--- src/rtl/ps2_teclado_rx.sv ---
// PS/2 keyboard receiver: syncs and filters ps2c/ps2d, deserialises 11-bit frames,
// strips E0/F0 prefixes and strobes one make code per key event.
// Ports: clk, reset (sync, active-high), ps2c/ps2d (async pins), rx_en (gates frame start),
//        key_code/key_ext (held last make code + extended flag), listo (code strobe),
//        err (parity/stop/timeout strobe).
module ps2_teclado_rx #(
    parameter int FILTER_LEN = 8,
    parameter int TIMEOUT    = 100000
) (
    input  logic       clk,
    input  logic       reset,
    input  logic       ps2c,
    input  logic       ps2d,
    input  logic       rx_en,
    output logic [7:0] key_code,
    output logic       listo,
    output logic       key_ext,
    output logic       err
);

    localparam int TW = $clog2(TIMEOUT + 1);

    typedef enum logic [2:0] {
        IDLE,
        DATA,
        PAR,
        STOP,
        CHK
    } state_t;

    state_t state, state_n;

    logic [1:0]            c_sync, d_sync;
    logic [FILTER_LEN-1:0] filt;
    logic                  fclk, fclk_q;
    logic                  fall, data_s;
    logic [3:0]            bit_cnt;
    logic [7:0]            shreg;
    logic                  par_bit, stop_bit;
    logic                  brk, ext;
    logic [TW-1:0]         tmo;
    logic                  tmo_hit, timed_out, frame_ok;

    // Synchronisers and clock glitch filter; the filtered clock only
    // changes once FILTER_LEN consecutive samples agree.
    always_ff @(posedge clk) begin
        if (reset) begin
            c_sync <= 2'b11;
            d_sync <= 2'b11;
            filt   <= '1;
            fclk   <= 1'b1;
            fclk_q <= 1'b1;
        end else begin
            c_sync <= {c_sync[0], ps2c};
            d_sync <= {d_sync[0], ps2d};
            filt   <= {filt[FILTER_LEN-2:0], c_sync[1]};
            if (filt == '0)
                fclk <= 1'b0;
            else if (filt == '1)
                fclk <= 1'b1;
            fclk_q <= fclk;
        end
    end

    assign fall     = fclk_q & ~fclk;
    assign data_s   = d_sync[1];
    assign tmo_hit  = (tmo == TW'(TIMEOUT - 1));
    // Odd parity: data bits plus parity bit must xor to 1.
    assign frame_ok = (^{shreg, par_bit}) & stop_bit;

    always_ff @(posedge clk) begin
        if (reset)
            state <= IDLE;
        else
            state <= state_n;
    end

    always_comb begin
        state_n   = state;
        timed_out = 1'b0;
        unique case (state)
            IDLE: begin
                if (fall && rx_en && !data_s)
                    state_n = DATA;
            end
            DATA: begin
                if (fall) begin
                    if (bit_cnt == 4'd7)
                        state_n = PAR;
                end else if (tmo_hit) begin
                    state_n   = IDLE;
                    timed_out = 1'b1;
                end
            end
            PAR: begin
                if (fall) begin
                    state_n = STOP;
                end else if (tmo_hit) begin
                    state_n   = IDLE;
                    timed_out = 1'b1;
                end
            end
            STOP: begin
                if (fall) begin
                    state_n = CHK;
                end else if (tmo_hit) begin
                    state_n   = IDLE;
                    timed_out = 1'b1;
                end
            end
            CHK: state_n = IDLE;
            default: state_n = IDLE;
        endcase
    end

    always_ff @(posedge clk) begin
        if (reset) begin
            bit_cnt  <= '0;
            shreg    <= '0;
            par_bit  <= 1'b0;
            stop_bit <= 1'b0;
            brk      <= 1'b0;
            ext      <= 1'b0;
            tmo      <= '0;
            key_code <= 8'h00;
            key_ext  <= 1'b0;
            listo    <= 1'b0;
            err      <= 1'b0;
        end else begin
            listo <= 1'b0;
            err   <= 1'b0;

            if (fall || state == IDLE || state == CHK)
                tmo <= '0;
            else
                tmo <= tmo + TW'(1);

            case (state)
                IDLE: begin
                    if (fall && rx_en && !data_s)
                        bit_cnt <= '0;
                end
                DATA: begin
                    if (fall) begin
                        shreg   <= {data_s, shreg[7:1]};
                        bit_cnt <= bit_cnt + 4'd1;
                    end
                end
                PAR: begin
                    if (fall)
                        par_bit <= data_s;
                end
                STOP: begin
                    if (fall)
                        stop_bit <= data_s;
                end
                CHK: begin
                    if (!frame_ok) begin
                        err <= 1'b1;
                        brk <= 1'b0;
                        ext <= 1'b0;
                    end else if (shreg == 8'hE0) begin
                        ext <= 1'b1;
                    end else if (shreg == 8'hF0) begin
                        brk <= 1'b1;
                    end else if (brk) begin
                        // Break code of a released key: swallow it.
                        brk <= 1'b0;
                        ext <= 1'b0;
                    end else begin
                        key_code <= shreg;
                        key_ext  <= ext;
                        listo    <= 1'b1;
                        ext      <= 1'b0;
                    end
                end
                default: ;
            endcase

            if (timed_out) begin
                err     <= 1'b1;
                brk     <= 1'b0;
                ext     <= 1'b0;
                bit_cnt <= '0;
            end
        end
    end

endmodule

--- config.mk ---
export PLATFORM = sky130hd
export DESIGN_NAME = ps2_teclado_rx
export DESIGN_NICKNAME = d
export VERILOG_FILES = /design/src/rtl/ps2_teclado_rx.sv
export SDC_FILE = /design/constraint.sdc
export NUM_CORES = 1
export LEC_CHECK = 0
export CAP_MARGIN = 10
export CORE_MARGIN = 1.5
export CORE_UTILIZATION = 56
export CTS_CLUSTER_DIAMETER = 80
export CTS_CLUSTER_SIZE = 40
export DETAILED_ROUTE_END_ITERATION = 10
export PLACE_DENSITY = 0.76
export SLEW_MARGIN = 0
export SYNTH_ARGS = -nofsm -noshare
export SYNTH_HDL_FRONTEND = slang
export SYNTH_SLANG_ARGS = --single-unit
--- constraint.sdc ---
create_clock -name clk -period 1.9 [get_ports clk]
set_input_delay 0.38 -clock clk [delete_from_list [all_inputs] [get_ports clk]]
set_output_delay 0.38 -clock clk [all_outputs]
set_load 0.005 [all_outputs]
==> results of run 1 <==
## critical path, stage by stage (launching register included)
cell      delay, ns
dfxtp_1        0.37
ha_2           0.22
and4_1         0.27
nand4_4        0.13
or4_1          0.44
a221oi_2       0.25
## layer usage
| metal | vias up | track usage (%) | routed length [µm] |
|---|---|---|---|
| met5 | - | 0 | 0 |
| met2 | 49 | 32.3 | 2190 |
| li1 | 1046 | - | - |
| met4 | 0 | 14.0 | 181 |
| met1 | 951 | 26.2 | 2280 |
| met3 | 18 | 6.89 | 232 |
## state kept, by name (all words and copies together) (netlist names)
name and count:
fclk 1, ext 1, filt 8, d_sync 2, shreg 8, fclk_q 1
key_code 8, stop_bit 1, listo 1, bit_cnt 4, tmo 17, brk 1
key_ext 1, err 1, c_sync 2, state 3, par_bit 1
## worst min path at each step
stage | from | end | slack, ns | depth (start not counted)
after floorplan | c_sync[0]$_SDFF_PP1_ | c_sync[1]$_SDFF_PP1_ | 0.39 | 1
after global placement | c_sync[1]$_SDFF_PP1_ | filt[0]$_SDFF_PP1_ | 0.39 | 1
after global routing | d_sync[0]$_SDFF_PP1_ | d_sync[1]$_SDFF_PP1_ | 0.42 | 1
final | c_sync[1]$_SDFF_PP1_ | filt[0]$_SDFF_PP1_ | 0.41 | 1
after CTS | c_sync[1]$_SDFF_PP1_ | filt[0]$_SDFF_PP1_ | 0.41 | 1
after detailed placement | c_sync[1]$_SDFF_PP1_ | filt[0]$_SDFF_PP1_ | 0.39 | 1
## logic make-up after synthesis
family	count (synthesis)
AND/OR/NAND/NOR	132
buffers and inverters	20
XOR/XNOR	18
AO/OA/AOI/OAI	40
multiplexers	13
flip-flops	61
adder cells (fa/ha/maj)	2
## stage by stage
step                cell area [µm²]  utilization [%]  power [µW]
floorplan                      2640                -        1330
global placement               2870             64.6        1350
detailed placement             2870             64.6        1350
CTS                            3020             67.8        2270
global route                   3030             68.3        2320
finish                         3030             68.3        2230
## layout make-up
class                   count  area share [%]
inverters                   5           0.619
clock buffers              11            4.33
clock inverters             3           0.495
multi-input cells         205            44.2
repair buffers             27            7.92
flip-flops and latches     61            40.3
well taps                  52            2.14
## placed cells by master, fill, tap and decap left out, drive strengths merged, types with 4 or more instances in the layout
master / instances
xor2: 6
a21oi: 16
mux2i: 13
nand4: 7
clkdlybuf4s50: 15
nor2b: 4
nor2: 21
o21ai: 8
nand2: 41
inv: 5
nor3: 8
clkbuf: 11
or2: 12
xnor2: 9
nand3: 13
buf: 12
dfxtp: 61
## power by group through the flow
stage / Sequential, µW / Clock (µW) / Combinational [µW]
final: 1290 / 908 / 39.7
after detailed placement: 1320 / 0 / 39.6
after global routing: 1290 / 994 / 43.6
after floorplan: 1310 / 0 / 20.0
after global placement: 1320 / 0 / 39.1
after CTS: 1290 / 940 / 39.6
==> impl_metrics.toml, run 1 <==
[power]
internal_power_uw = 1750
p_leak_uw = 0.00102
power.density_nw_per_um2 = 737
switchingPower_uw = 480
power.share.clock_pct = 40.6
peakVddDrop_mv = 0.528
share_comb_of_total_power_pct = 1.8
switching_share_pct = 21.5
seqPwrFrac_pct = 57.6

[timing]
worstMarginPinSlew_ns = 0.588
holdWs_ns = 0.408
fin_ws_ns = 0.144
rsz0062_at_grt = "false"
hold_viol_final = 0
setup-violations-final = 0
max_slew_margin_pct = 60.8
fin_skew_ns = 0.00653
period_needed_ns = 1.76
clock.fmax_mhz = 569
tns_ns = 0
final_max_slew_viol_count = 0
final.period_utilization_pct = 92.4

[critical_path]
critPathMaxFanout = 5
ff2ff_setup_slack_ns = 0.14
cp-endpoint = "err$_SDFF_PP0_"
cp.required_ns = 2.16
reg2reg_from = "tmo[1]$_SDFF_PP0_"
endpoint_kind = "flip-flop"
cp.arrival_ns = 2.01
reg2regPathDepth = 5
cp-startpoint = "tmo[1]$_SDFF_PP0_"
startpoint_type = "flip-flop"
worstSetupPathType = "flip-flop to flip-flop"
r2r-end = "err$_SDFF_PP0_"

[clock_tree]
clock_sinks = 61
ctsResizeCount = 0
clock_latency_ns = 0.34
cts_setup_buffers = 0
tritoncts = "yes"
cts_buffers = 9
ctsHoldBuffers = 0
htree_levels = 3
clk_path_buf_depth = 2
cts-root-buf = "clkbuf_8"
clk_pin_slew_worst_paths_ns = 0.06

[placed_design]
place_ws_ns = 0.0630
hpwlAfterDp_um = 3350
dp_cells = 350
place.gp.congestion = 0.796
port_buffers = 15

[yosys]
synthDistinctLibCells = 47
synth_mux_area_share_pct = 4.93
synth-seq-cells = 61
synth.most_common_cell = "dfxtp_1"
netlist_area_um2 = 2640
synth_common_cells = "dfxtp_1, nand2_1, nor2_1"
yosysSeqAreaShare_pct = 46.3
yosysWarnings = 0
synth_edf_count = 0
synth.largest_area_cell = "dfxtp_1"
yosys_most_used_dff = "dfxtp_1"
synthAdderAreaFrac_pct = 0.948
avgSynthCellArea_um2 = 9.23
yosysTopAreaCellShare_pct = 46.3
synth-xor-area-share_pct = 7.58
synthSimpleGateAreaFrac_pct = 26.8
synth_top_family_by_area = "simple AND/OR/NAND/NOR gates"
synth_compound_area_share_pct = 9.91
synthArstFlopShare_pct = 0
netlist_top_cells_area = "dfxtp_1, nand2_1, mux2i_1, a21oi_1, nor2_1"
netlist_instances = 286
synth_fp_nets = 293

[global_routing]
grt_pass1_wl_um = 8440
grt_max_degree = 20
grt_overflow_total = 0
grt_pass1_vias = 1897
antenna_found_initial = 0
grt_usage_pct = 21.4

[floorplanning]
die_height_um = 71.7
ioPinCount = 16
core_um2 = 4440
die_w_um = 71.7
dieArea_um2 = 5140
initial_core_util_pct = 59.4
placementRows = 24

[drt]
wl_per_cell_um = 13.4
drtIter0Drc = 119
vias_per_cell = 5.67
drc = 0
drtPass1Iterations = 4
postRouteAntennaNets = 0
vias = 2064
wl_um = 4890

[final_layout]
seqCellArea_um2 = 1220
stdcell_count = 364
fin_nets = 316
num-fill-cells = 362
syn_to_final_growth_pct = 14.9
multi_input_area_um2 = 1340
n_antenna_cell = 0
drive_above_1_share_pct = 15.1

[run_status]
status = "finished clean"

[min_path]
min_path_type = "flip-flop to flip-flop"

[flow_run]
drv_cap = 0
Note: power is estimated with default switching activity, not from simulation.
==> inputs of run 2 (changes only) <==
--- a/config.mk
+++ b/config.mk
@@ -8,10 +8,11 @@
 export CAP_MARGIN = 10
 export CORE_MARGIN = 1.5
 export CORE_UTILIZATION = 56
-export CTS_CLUSTER_DIAMETER = 80
+export CTS_CLUSTER_DIAMETER = 30
 export CTS_CLUSTER_SIZE = 40
 export DETAILED_ROUTE_END_ITERATION = 10
 export PLACE_DENSITY = 0.76
+export SETUP_SLACK_MARGIN = 0.05
 export SLEW_MARGIN = 0
 export SYNTH_ARGS = -nofsm -noshare
 export SYNTH_HDL_FRONTEND = slang
==> run 2 against run 1 <==
- final cell count unchanged
- highest routed layer unchanged
- cell area is 0.49% higher
- clock power is essentially flat
- sequential share of layout area decreased by 0.16 points
- first-iteration DRC count up 5.9%
- via count about the same
- non-clock buffer count stayed put
- flip-flop and latch count did not move
- worst setup slack gained 0.00079 ns
==> impl_metrics.toml, run 2 (synthesis gave the netlist of run 1 again) <==
[timing]
final_max_slew_viol_count = 0
fin_skew_ns = 0.00794
worstMarginPinSlew_ns = 0.588
hold_viol_final = 0
rsz0062_at_grt = "true"
final.period_utilization_pct = 92.4
max_slew_margin_pct = 60.8
period_needed_ns = 1.76
setup-violations-final = 0
tns_ns = 0
clock.fmax_mhz = 570

[drt]
drc = 0
wl_um = 4910
drtIter0Drc = 126
postRouteAntennaNets = 0
vias = 2062
drtPass1Iterations = 4
wl_per_cell_um = 13.5
vias_per_cell = 5.66

[critical_path]
cp.required_ns = 2.14
r2r-end = "listo$_SDFF_PP0_"
cp-startpoint = "shreg[0]$_SDFFE_PP0P_"
critPathMaxFanout = 10
startpoint_type = "flip-flop"
path_cells = "or4_1 -> o2111ai_2 -> mux2i_1 -> buf_4 -> and2_1"
cp-endpoint = "listo$_SDFF_PP0_"
cp.arrival_ns = 1.99
cpPeakStageDelay_ns = 0.61
reg2regPathDepth = 5
endpoint_kind = "flip-flop"
reg2reg_from = "shreg[0]$_SDFFE_PP0P_"
slowest_stage = "or4_1"
worstSetupPathType = "flip-flop to flip-flop"
ff2ff_setup_slack_ns = 0.14

[floorplanning]
core_um2 = 4440
ioPinCount = 16
placementRows = 24
initial_core_util_pct = 59.4
dieArea_um2 = 5140
die_height_um = 71.7
die_w_um = 71.7

[global_routing]
grt_pass1_wl_um = 8440
antenna_found_initial = 0
grt_max_degree = 20
grt_pass1_vias = 1897
grt_usage_pct = 21.4
grt_overflow_total = 0

[placed_design]
port_buffers = 15
hpwlAfterDp_um = 3350
dp_cells = 350
place.gp.congestion = 0.796
place_area_um2 = 2870

[final_layout]
n_antenna_cell = 0
finalCoreUtilization_pct = 68.6
final_common_cell = "dfxtp_1"
fin_nets = 316
postLayoutCellArea_um2 = 3050
drive_above_1_share_pct = 16.3
largest_reg_flops = 17
syn_to_final_growth_pct = 15.5
final_cell_mix = "dfxtp_1, nand2_1, nor2_1"
regMostFlops = "tmo"
stdcell_count = 364

[clock_tree]
htree_levels = 3
clk_pin_slew_worst_paths_ns = 0.07
cts_buffers = 9
cts-root-buf = "clkbuf_8"
clock_sinks = 61
clk_path_buf_depth = 2
clock_latency_ns = 0.34
cts_setup_buffers = 0
tritoncts = "yes"

[power]
p_leak_uw = 0.00102
finalPower_uw = 2240
power.density_nw_per_um2 = 733
peakVddDrop_mv = 0.528

[run_status]
status = "finished clean"

[min_path]
min_path_type = "flip-flop to flip-flop"

[flow_run]
drv_cap = 0
[run 2: worst min-delay path by stage]
stage / end / cells after the start / startpoint / slack [ns]
finish: filt[0]$_SDFF_PP1_ / 1 / c_sync[1]$_SDFF_PP1_ / 0.41
global route: d_sync[1]$_SDFF_PP1_ / 1 / d_sync[0]$_SDFF_PP1_ / 0.42
global placement: filt[0]$_SDFF_PP1_ / 1 / c_sync[1]$_SDFF_PP1_ / 0.39
floorplan: c_sync[1]$_SDFF_PP1_ / 1 / c_sync[0]$_SDFF_PP1_ / 0.39
CTS: filt[0]$_SDFF_PP1_ / 1 / c_sync[1]$_SDFF_PP1_ / 0.41
detailed placement: filt[0]$_SDFF_PP1_ / 1 / c_sync[1]$_SDFF_PP1_ / 0.39
[run 2: worst max-delay path: cells and delay by family (launching register included)]
family          cells  cell delay (ns)
simple gates        2             0.77
buf+inv             1             0.20
mux                 1             0.10
compound gates      1             0.23
flops               1             0.34
[run 2: routing by layer]
layer | GRT usage (%) | wire length [µm] | part of all wire (%) | up-vias
met5 | 0 | 0 | 0 | -
met4 | 14.0 | 181 | 3.7 | 0
met3 | 6.89 | 220 | 4.5 | 18
met2 | 32.3 | 2210 | 45 | 46
met1 | 26.2 | 2290 | 47 | 952
li1 | - | - | - | 1046
[run 2: metrics by stage]
stage | worst slack, ns | hold slack [ns]
floorplan | 0.175 | 0.389
global placement | 0.127 | 0.394
detailed placement | 0.0630 | 0.395
CTS | 0.0797 | 0.409
global route | 0.0361 | 0.419
finish | 0.144 | 0.408
[run 2: timing repair]
action                     CTS  global route
setup endpoints to repair    0            12
resized for setup            0             8
hold buffers                 0             0
[run 2: cell type report]
class / instances / area (µm²)
Multi-Input combinational cell: 205 / 1360
Clock inverter: 3 / 15.0
Tap cell: 52 / 65.1
Inverter: 5 / 18.8
Sequential cell: 61 / 1220
Timing Repair Buffer: 27 / 240
Fill cell: 360 / 1400
Clock buffer: 11 / 131
[run 2: power breakdown]
part,switching (µW),total [µW],internal [µW]
Sequential,2.76,1290,1280
Clock,457,908,451
Combinational,20.5,39.7,19.2
Total,480,2240,1750
